--- src/rtl/div_if.sv ---
// Handshake and data bundle between the execute stage and the divider sequencer.
interface div_if #(parameter int WIDTH = 32);
   logic             ctrl_div;
   logic [WIDTH-1:0] data_operandA;
   logic [WIDTH-1:0] data_operandB;
   logic [WIDTH-1:0] data_result;
   logic [WIDTH-1:0] data_remainder;
   logic             data_exception;
   logic             data_resultRDY;
   logic             busy;

   modport master (
      output ctrl_div, data_operandA, data_operandB,
      input  data_result, data_remainder, data_exception, data_resultRDY, busy
   );

   modport slave (
      input  ctrl_div, data_operandA, data_operandB,
      output data_result, data_remainder, data_exception, data_resultRDY, busy
   );
endinterface

--- src/rtl/div_sequencer.sv ---
// Multicycle signed restoring divider: abs pre-op, WIDTH shift/subtract steps,
// sign fix-up post-op, one-cycle ready pulse. A new start always aborts and restarts.
module div_sequencer #(
   parameter int WIDTH = 32
) (
   input  logic clock,
   input  logic reset,
   div_if.slave dif
);
   localparam int CW = $clog2(WIDTH) + 1;
   localparam logic [WIDTH-1:0] ONE = {{(WIDTH-1){1'b0}}, 1'b1};

   typedef enum logic [2:0] {IDLE, PRE, ITER, POST, DONE} state_t;

   state_t           state_q, state_d;
   logic [WIDTH-1:0] a_q, a_d;
   logic [WIDTH-1:0] b_q, b_d;
   logic [WIDTH-1:0] dabs_q, dabs_d;
   logic [WIDTH-1:0] rem_q, rem_d;
   logic [WIDTH-1:0] quo_q, quo_d;
   logic [CW-1:0]    cnt_q, cnt_d;
   logic             sign_quo_q, sign_quo_d;
   logic             sign_rem_q, sign_rem_d;
   logic [WIDTH-1:0] result_q, result_d;
   logic [WIDTH-1:0] remainder_q, remainder_d;
   logic             exception_q, exception_d;
   logic             ready_q, ready_d;
   logic             busy_q, busy_d;

   // Partial remainder is always below the divisor (at most 2^(WIDTH-1)), so the
   // shifted value fits in WIDTH+1 bits and the trial sign bit decides the step.
   logic [WIDTH:0]   shifted;
   logic [WIDTH:0]   trial;

   always_comb begin
      shifted = {rem_q, quo_q[WIDTH-1]};
      trial   = shifted - {1'b0, dabs_q};
   end

   always_comb begin
      state_d     = state_q;
      a_d         = a_q;
      b_d         = b_q;
      dabs_d      = dabs_q;
      rem_d       = rem_q;
      quo_d       = quo_q;
      cnt_d       = cnt_q;
      sign_quo_d  = sign_quo_q;
      sign_rem_d  = sign_rem_q;
      result_d    = result_q;
      remainder_d = remainder_q;
      exception_d = exception_q;
      ready_d     = 1'b0;
      busy_d      = busy_q;

      case (state_q)
         PRE: begin
            quo_d   = a_q[WIDTH-1] ? (~a_q + ONE) : a_q;
            dabs_d  = b_q[WIDTH-1] ? (~b_q + ONE) : b_q;
            rem_d   = '0;
            cnt_d   = CW'(WIDTH);
            state_d = ITER;
         end
         ITER: begin
            if (!trial[WIDTH]) begin
               rem_d = trial[WIDTH-1:0];
            end else begin
               rem_d = shifted[WIDTH-1:0];
            end
            quo_d = {quo_q[WIDTH-2:0], ~trial[WIDTH]};
            cnt_d = cnt_q - CW'(1);
            if (cnt_q == CW'(1)) begin
               state_d = POST;
            end
         end
         POST: begin
            result_d    = sign_quo_q ? (~quo_q + ONE) : quo_q;
            remainder_d = sign_rem_q ? (~rem_q + ONE) : rem_q;
            busy_d      = 1'b0;
            ready_d     = 1'b1;
            state_d     = DONE;
         end
         DONE: begin
            state_d = IDLE;
         end
         default: begin
            state_d = IDLE;
         end
      endcase

      // Start from any state overrides whatever the sequence was doing.
      if (dif.ctrl_div) begin
         a_d         = dif.data_operandA;
         b_d         = dif.data_operandB;
         sign_quo_d  = dif.data_operandA[WIDTH-1] ^ dif.data_operandB[WIDTH-1];
         sign_rem_d  = dif.data_operandA[WIDTH-1];
         if (dif.data_operandB == '0) begin
            result_d    = '0;
            remainder_d = '0;
            exception_d = 1'b1;
            ready_d     = 1'b1;
            busy_d      = 1'b0;
            state_d     = DONE;
         end else begin
            exception_d = 1'b0;
            ready_d     = 1'b0;
            busy_d      = 1'b1;
            state_d     = PRE;
         end
      end
   end

   always_ff @(posedge clock) begin
      if (reset) begin
         state_q     <= IDLE;
         a_q         <= '0;
         b_q         <= '0;
         dabs_q      <= '0;
         rem_q       <= '0;
         quo_q       <= '0;
         cnt_q       <= '0;
         sign_quo_q  <= 1'b0;
         sign_rem_q  <= 1'b0;
         result_q    <= '0;
         remainder_q <= '0;
         exception_q <= 1'b0;
         ready_q     <= 1'b0;
         busy_q      <= 1'b0;
      end else begin
         state_q     <= state_d;
         a_q         <= a_d;
         b_q         <= b_d;
         dabs_q      <= dabs_d;
         rem_q       <= rem_d;
         quo_q       <= quo_d;
         cnt_q       <= cnt_d;
         sign_quo_q  <= sign_quo_d;
         sign_rem_q  <= sign_rem_d;
         result_q    <= result_d;
         remainder_q <= remainder_d;
         exception_q <= exception_d;
         ready_q     <= ready_d;
         busy_q      <= busy_d;
      end
   end

   assign dif.data_result    = result_q;
   assign dif.data_remainder = remainder_q;
   assign dif.data_exception = exception_q;
   assign dif.data_resultRDY = ready_q;
   assign dif.busy           = busy_q;
endmodule
--- src/flat_wrapper.sv ---
// flat-port wrapper written by rule: the top's interface ports become plain ports
module div_sequencer_flat 
#(
   parameter int WIDTH = 32
)
  (clock, reset, dif_ctrl_div, dif_data_operandA, dif_data_operandB, dif_data_result, dif_data_remainder, dif_data_exception, dif_data_resultRDY, dif_busy);
  div_if #(.WIDTH(WIDTH)) dif_i ();
  input  logic clock;
  input  logic reset;
  input wire logic [$bits(dif_i.ctrl_div)-1:0] dif_ctrl_div;
  input wire logic [$bits(dif_i.data_operandA)-1:0] dif_data_operandA;
  input wire logic [$bits(dif_i.data_operandB)-1:0] dif_data_operandB;
  output wire logic [$bits(dif_i.data_result)-1:0] dif_data_result;
  output wire logic [$bits(dif_i.data_remainder)-1:0] dif_data_remainder;
  output wire logic [$bits(dif_i.data_exception)-1:0] dif_data_exception;
  output wire logic [$bits(dif_i.data_resultRDY)-1:0] dif_data_resultRDY;
  output wire logic [$bits(dif_i.busy)-1:0] dif_busy;
  assign dif_i.ctrl_div = dif_ctrl_div;
  assign dif_i.data_operandA = dif_data_operandA;
  assign dif_i.data_operandB = dif_data_operandB;
  assign dif_data_result = dif_i.data_result;
  assign dif_data_remainder = dif_i.data_remainder;
  assign dif_data_exception = dif_i.data_exception;
  assign dif_data_resultRDY = dif_i.data_resultRDY;
  assign dif_busy = dif_i.busy;
  div_sequencer #(.WIDTH(WIDTH)) u_core (.clock(clock), .reset(reset), .dif(dif_i));
endmodule
--- config.mk ---
export PLATFORM = sky130hd
export DESIGN_NAME = div_sequencer_flat
export DESIGN_NICKNAME = d
export VERILOG_FILES = /design/src/rtl/div_if.sv /design/src/rtl/div_sequencer.sv /design/src/flat_wrapper.sv
export SDC_FILE = /design/constraint.sdc
export NUM_CORES = 1
export LEC_CHECK = 0
export ABC_AREA = 1
export ABC_CLOCK_PERIOD_IN_PS = 3770
export BUFFER_PORTS_ARGS = -buffer_cell sky130_fd_sc_hd__buf_4
export CAP_MARGIN = 20
export CORE_ASPECT_RATIO = 1.5
export CORE_MARGIN = 2
export CORE_UTILIZATION = 45
export CTS_BUF_LIST = sky130_fd_sc_hd__clkbuf_4 sky130_fd_sc_hd__clkbuf_8 sky130_fd_sc_hd__clkbuf_16
export DETAILED_ROUTE_END_ITERATION = 10
export GPL_ROUTABILITY_DRIVEN = 0
export PLACE_DENSITY = 0.67
export SETUP_SLACK_MARGIN = 0.05
export SLEW_MARGIN = 20
export SYNTH_ARGS = -nofsm -noshare
export SYNTH_HDL_FRONTEND = slang
export SYNTH_SLANG_ARGS = --single-unit
export TNS_END_PERCENT = 30
--- constraint.sdc ---
create_clock -name clock -period 3.77 [get_ports clock]
set_clock_uncertainty 0.05 [all_clocks]
set_input_delay 0.5655 -clock clock [delete_from_list [all_inputs] [get_ports clock]]
set_output_delay 0.5655 -clock clock [all_outputs]
set_load 0.02 [all_outputs]
==> impl_summary.txt <==
----------------------------------------------------
[Placement]
  Pre-CTS setup slack ... around 1.1 ns
  Inst Count DP ... between 2000 and 3000
  Detail Placement HPWL ... 37600 microns
  Placement-stage cell area ... 16000 sq um
  Input/output buffers ... roughly 130

[Finish]
  Area of the multi-input gates ... 8380 sq um
  Antenna cells ... 0
  FF+latch area ... roughly 4700 sq um
  Share of cells above drive strength 1 ... between 9 and 10%
  Layout fillers ... 3411
  Non-filler cells, final ... between 2000 and 3000
  Layout net count ... between 2000 and 3000
  Area Growth Syn to Fin ... 14.0%
  Cell area after layout ... between 15000 and 20000 sq um

[Logic synthesis]
  Area of the mapped netlist ... 14700 sq um
  Proportion of synthesized chip area in sequential cells ... about a third
  Synth Area per Inst ... roughly 6.2 sq um
  Flip-flop and latch count after synthesis ... about 240
  Fraction of registers with async set/reset ... 0%
  Cell type contributing the most total cell area after synthesis ... dfxtp_1
  Top cell type's share of synthesized area ... 32.2%
  Ys Warns ... 0
  Count of flip-flops with a built-in enable after synthesis ... 0
  Syn Nets ... around 2500
  Netlist cell types ... slightly below 50
  Leading register cell type out of synthesis ... dfxtp_1
  Top cells by area, synth ... dfxtp_1 (32%), nand2_1 (14%), inv_1 (7.9%)
  Number of instances in the synthesized netlist ... 2360

[GRT]
  Number of global-route vias before repair ... around 15000
  Maximum number of pins on one net before global-route repair ... between 100 and 150
  Fraction of met3 tracks used by global routing ... under 10%
  GR Layer Usage met1 ... between 20 and 30%
  GRT Resource Usage Total ... approximately 28%
  Number of antenna violations at the first check in global routing ... 0
  Global routing met2 resource utilization ... between 50% and 60%
  First-pass GRT wire length ... around 75000 microns
  Sum of overflow across all layers after global routing ... 0
  Most Used Layer, Global Route ... met2

[Clocking]
  Post-CTS Resized ... 0
  Clk buf depth ... 3
  CTS sink count ... 237
  Clk_lat worst skew ... approximately 0.54 ns
  Register clock-pin slew on the reported worst setup and hold paths ... approximately 0.060 ns
  Post-CTS Setup Bufs ... 0
  TritonCTS Buffers ... 24
  H-tree Lvls ... 1
  Buffer cell driving the clock tree root ... clkbuf_16
  Clock tree from TritonCTS ... built
  Number of hold-repair buffers added at the cts stage ... 0

[Floorplanning]
  Die width ... between 150 and 200 microns
  Core area ... 32400 sq um
  # IOs ... 134
  Chip Height ... around 230 microns
  Placement row count ... slightly above 80
  Initial cell density of the core ... 45.4%
  Die Outline Area ... 34200 sq um

[Power and ir drop]
  Pwr dens ... approximately 380 nW/um^2
  Total leakage power ... roughly 7.9 nW
  Maximum resistive drop on vdd ... 0.282 mV

[Status]
  Status ... completed

[Timing]
  Final worst-path cycle share ... 73.6%
  RSZ-0062 raised after global routing ... false
  Count of final max-slew check failures ... 0
  Post-route setup TNS ... 0 ns
  Relative slew margins ... 31.1%
  Fmax ... between 300 and 400 MHz
  Final count of negative-setup-slack endpoints ... 0
  Minimum setup slack in the final design ... between 0.9 and 1 ns
  Actual transition at the worst max-transition pin ... slightly above 1 ns
  Time the worst path needs with I/O delays and setup ... between 2 and 3 ns
  Final Hold Violating Endpoints ... 0

[Route]
  Number of antenna-violating nets in the routed design ... 0
  Total Wirelength ... slightly below 50000 microns
  DR vias/cell ... between 5 and 6
  Violation count after the first detailed-route iteration ... 941
  DRC violations left ... 0
  TritonRoute pass-1 iters ... 6
  Routed length per instance ... around 17 microns
  Via Count ... roughly 16000

[Run]
  Max Cap Violations ... 0

[Worst setup path]
  Required time worst endpoint ... 4.10 ns
  Startpoint class of the critical path ... flop
  Capturing element type of the critical path ... flop
  Data arrival time of the critical path ... around 3.1 ns
  Worst setup path category ... flop to flop
  CP Max Fanout ... 27

[Hold path]
  Hold WC Path Type ... input port to flop

----------------------------------------------------
area by class of cell:
cell class / instances / share of cell area [%]
multi-input combinational: 1704 / 50.0
sequential: 237 / 28.3
inverter: 321 / 7.18
clock buffer: 34 / 4.18
clock inverter: 9 / 0.671
timing repair buffer: 148 / 6.62
tap: 415 / 3.10
placed cells by master (no fill, tap or decap), drive strengths merged, types with 35 or more instances in the layout:
master    n
o21ai   199
buf     148
xor2     35
ha       38
a21oi   203
nand2   561
inv     319
nor3     57
nand3   187
dfxtp   237
nor2    279
routing by layer:
metal	wire length, microns	part of all wire [%]
met1	17700	36
met3	2080	4.3
met4	3990	8.2
met5	0	0
met2	25100	51
through the flow:
stage / hold WS (ns) / total power [W] / util (%)
2_1_floorplan: 0.390 / 0.00359 / -
3_3_place_gp: 0.401 / 0.00397 / 49.2
3_5_place_dp: 0.406 / 0.00398 / 49.2
4_1_cts: 0.187 / 0.00645 / 51.7
5_1_grt: 0.209 / 0.00670 / 51.7
6_report: 0.204 / 0.00644 / 51.7
flip-flops by register name, indices dropped and copies added (netlist names):
signal and flops:
u_core.cnt_q 6, u_core.sign_quo_q 1, u_core.state_q 3, u_core.a_q 32, u_core.dif.busy 1, u_core.dif.data_result 32, u_core.dif.data_exception 1, u_core.quo_q 32
u_core.dif.data_resultRDY 1, u_core.rem_q 32, u_core.dabs_q 32, u_core.b_q 32, u_core.dif.data_remainder 32
synth_stat cells (all sizes together), types with 7 or more instances:
master and instances:
nand2 561, inv 318, nor2 279, dfxtp 237, a21oi 203, o21ai 199, nand3 187, clkbuf 81
nor3 57, ha 38, xor2 35, a31oi 25, nand4 18, buf 17, xnor2 17, o22ai 14
nor4 13, o211ai 8, a211oi 7, nand3b 7
worst max-delay path, cell delays in order (launching register included):
cell and delay, ns:
dfxtp_1 0.51, ha_1 0.34, nand2_1 0.13, inv_2 0.04, nand2_1 0.09, inv_2 0.04
nand2_1 0.09, inv_1 0.08, a21oi_4 0.25, nand3_4 0.30, nand2_4 0.36, nand2_1 0.13
nand3_1 0.10, a21oi_1 0.08
worst paths after layout:
path                                                           start                                   end  slack [ns]  depth (start not counted)
worst min register to register  u_core.dif.data_result[2]$_SDFF_PP0_  u_core.dif.data_result[2]$_SDFF_PP0_        0.42                          2
worst min-delay path                           dif_data_operandA[26]           u_core.a_q[26]$_SDFFE_PP0P_        0.20                          3
worst max register to register         u_core.rem_q[24]$_SDFFE_PP0P_         u_core.rem_q[25]$_SDFFE_PP0P_        0.99                         13
worst max-delay path                   u_core.rem_q[24]$_SDFFE_PP0P_         u_core.rem_q[25]$_SDFFE_PP0P_        0.99                         13
power breakdown:
part	switching, W	leakage (nW)	internal (W)	total, W
logic	0.000844	5.56	0.000397	0.00124
clock network	0.00105	0.407	0.00144	0.00249
registers	0.0000984	1.94	0.00261	0.00271
total	0.00199	7.90	0.00444	0.00644
cell families after synthesis:
logic type,after synthesis,share of synthesized area (%)
AND/OR/NAND/NOR,1134,32.8
AO/OA/AOI/OAI,478,17.5
buffers and inverters,419,10.9
flip-flops,237,32.2
XOR/XNOR,52,3.09
adder cells (fa/ha/maj),39,3.37
multiplexers,1,0.0765
Note: power is estimated with default switching activity, not from simulation.
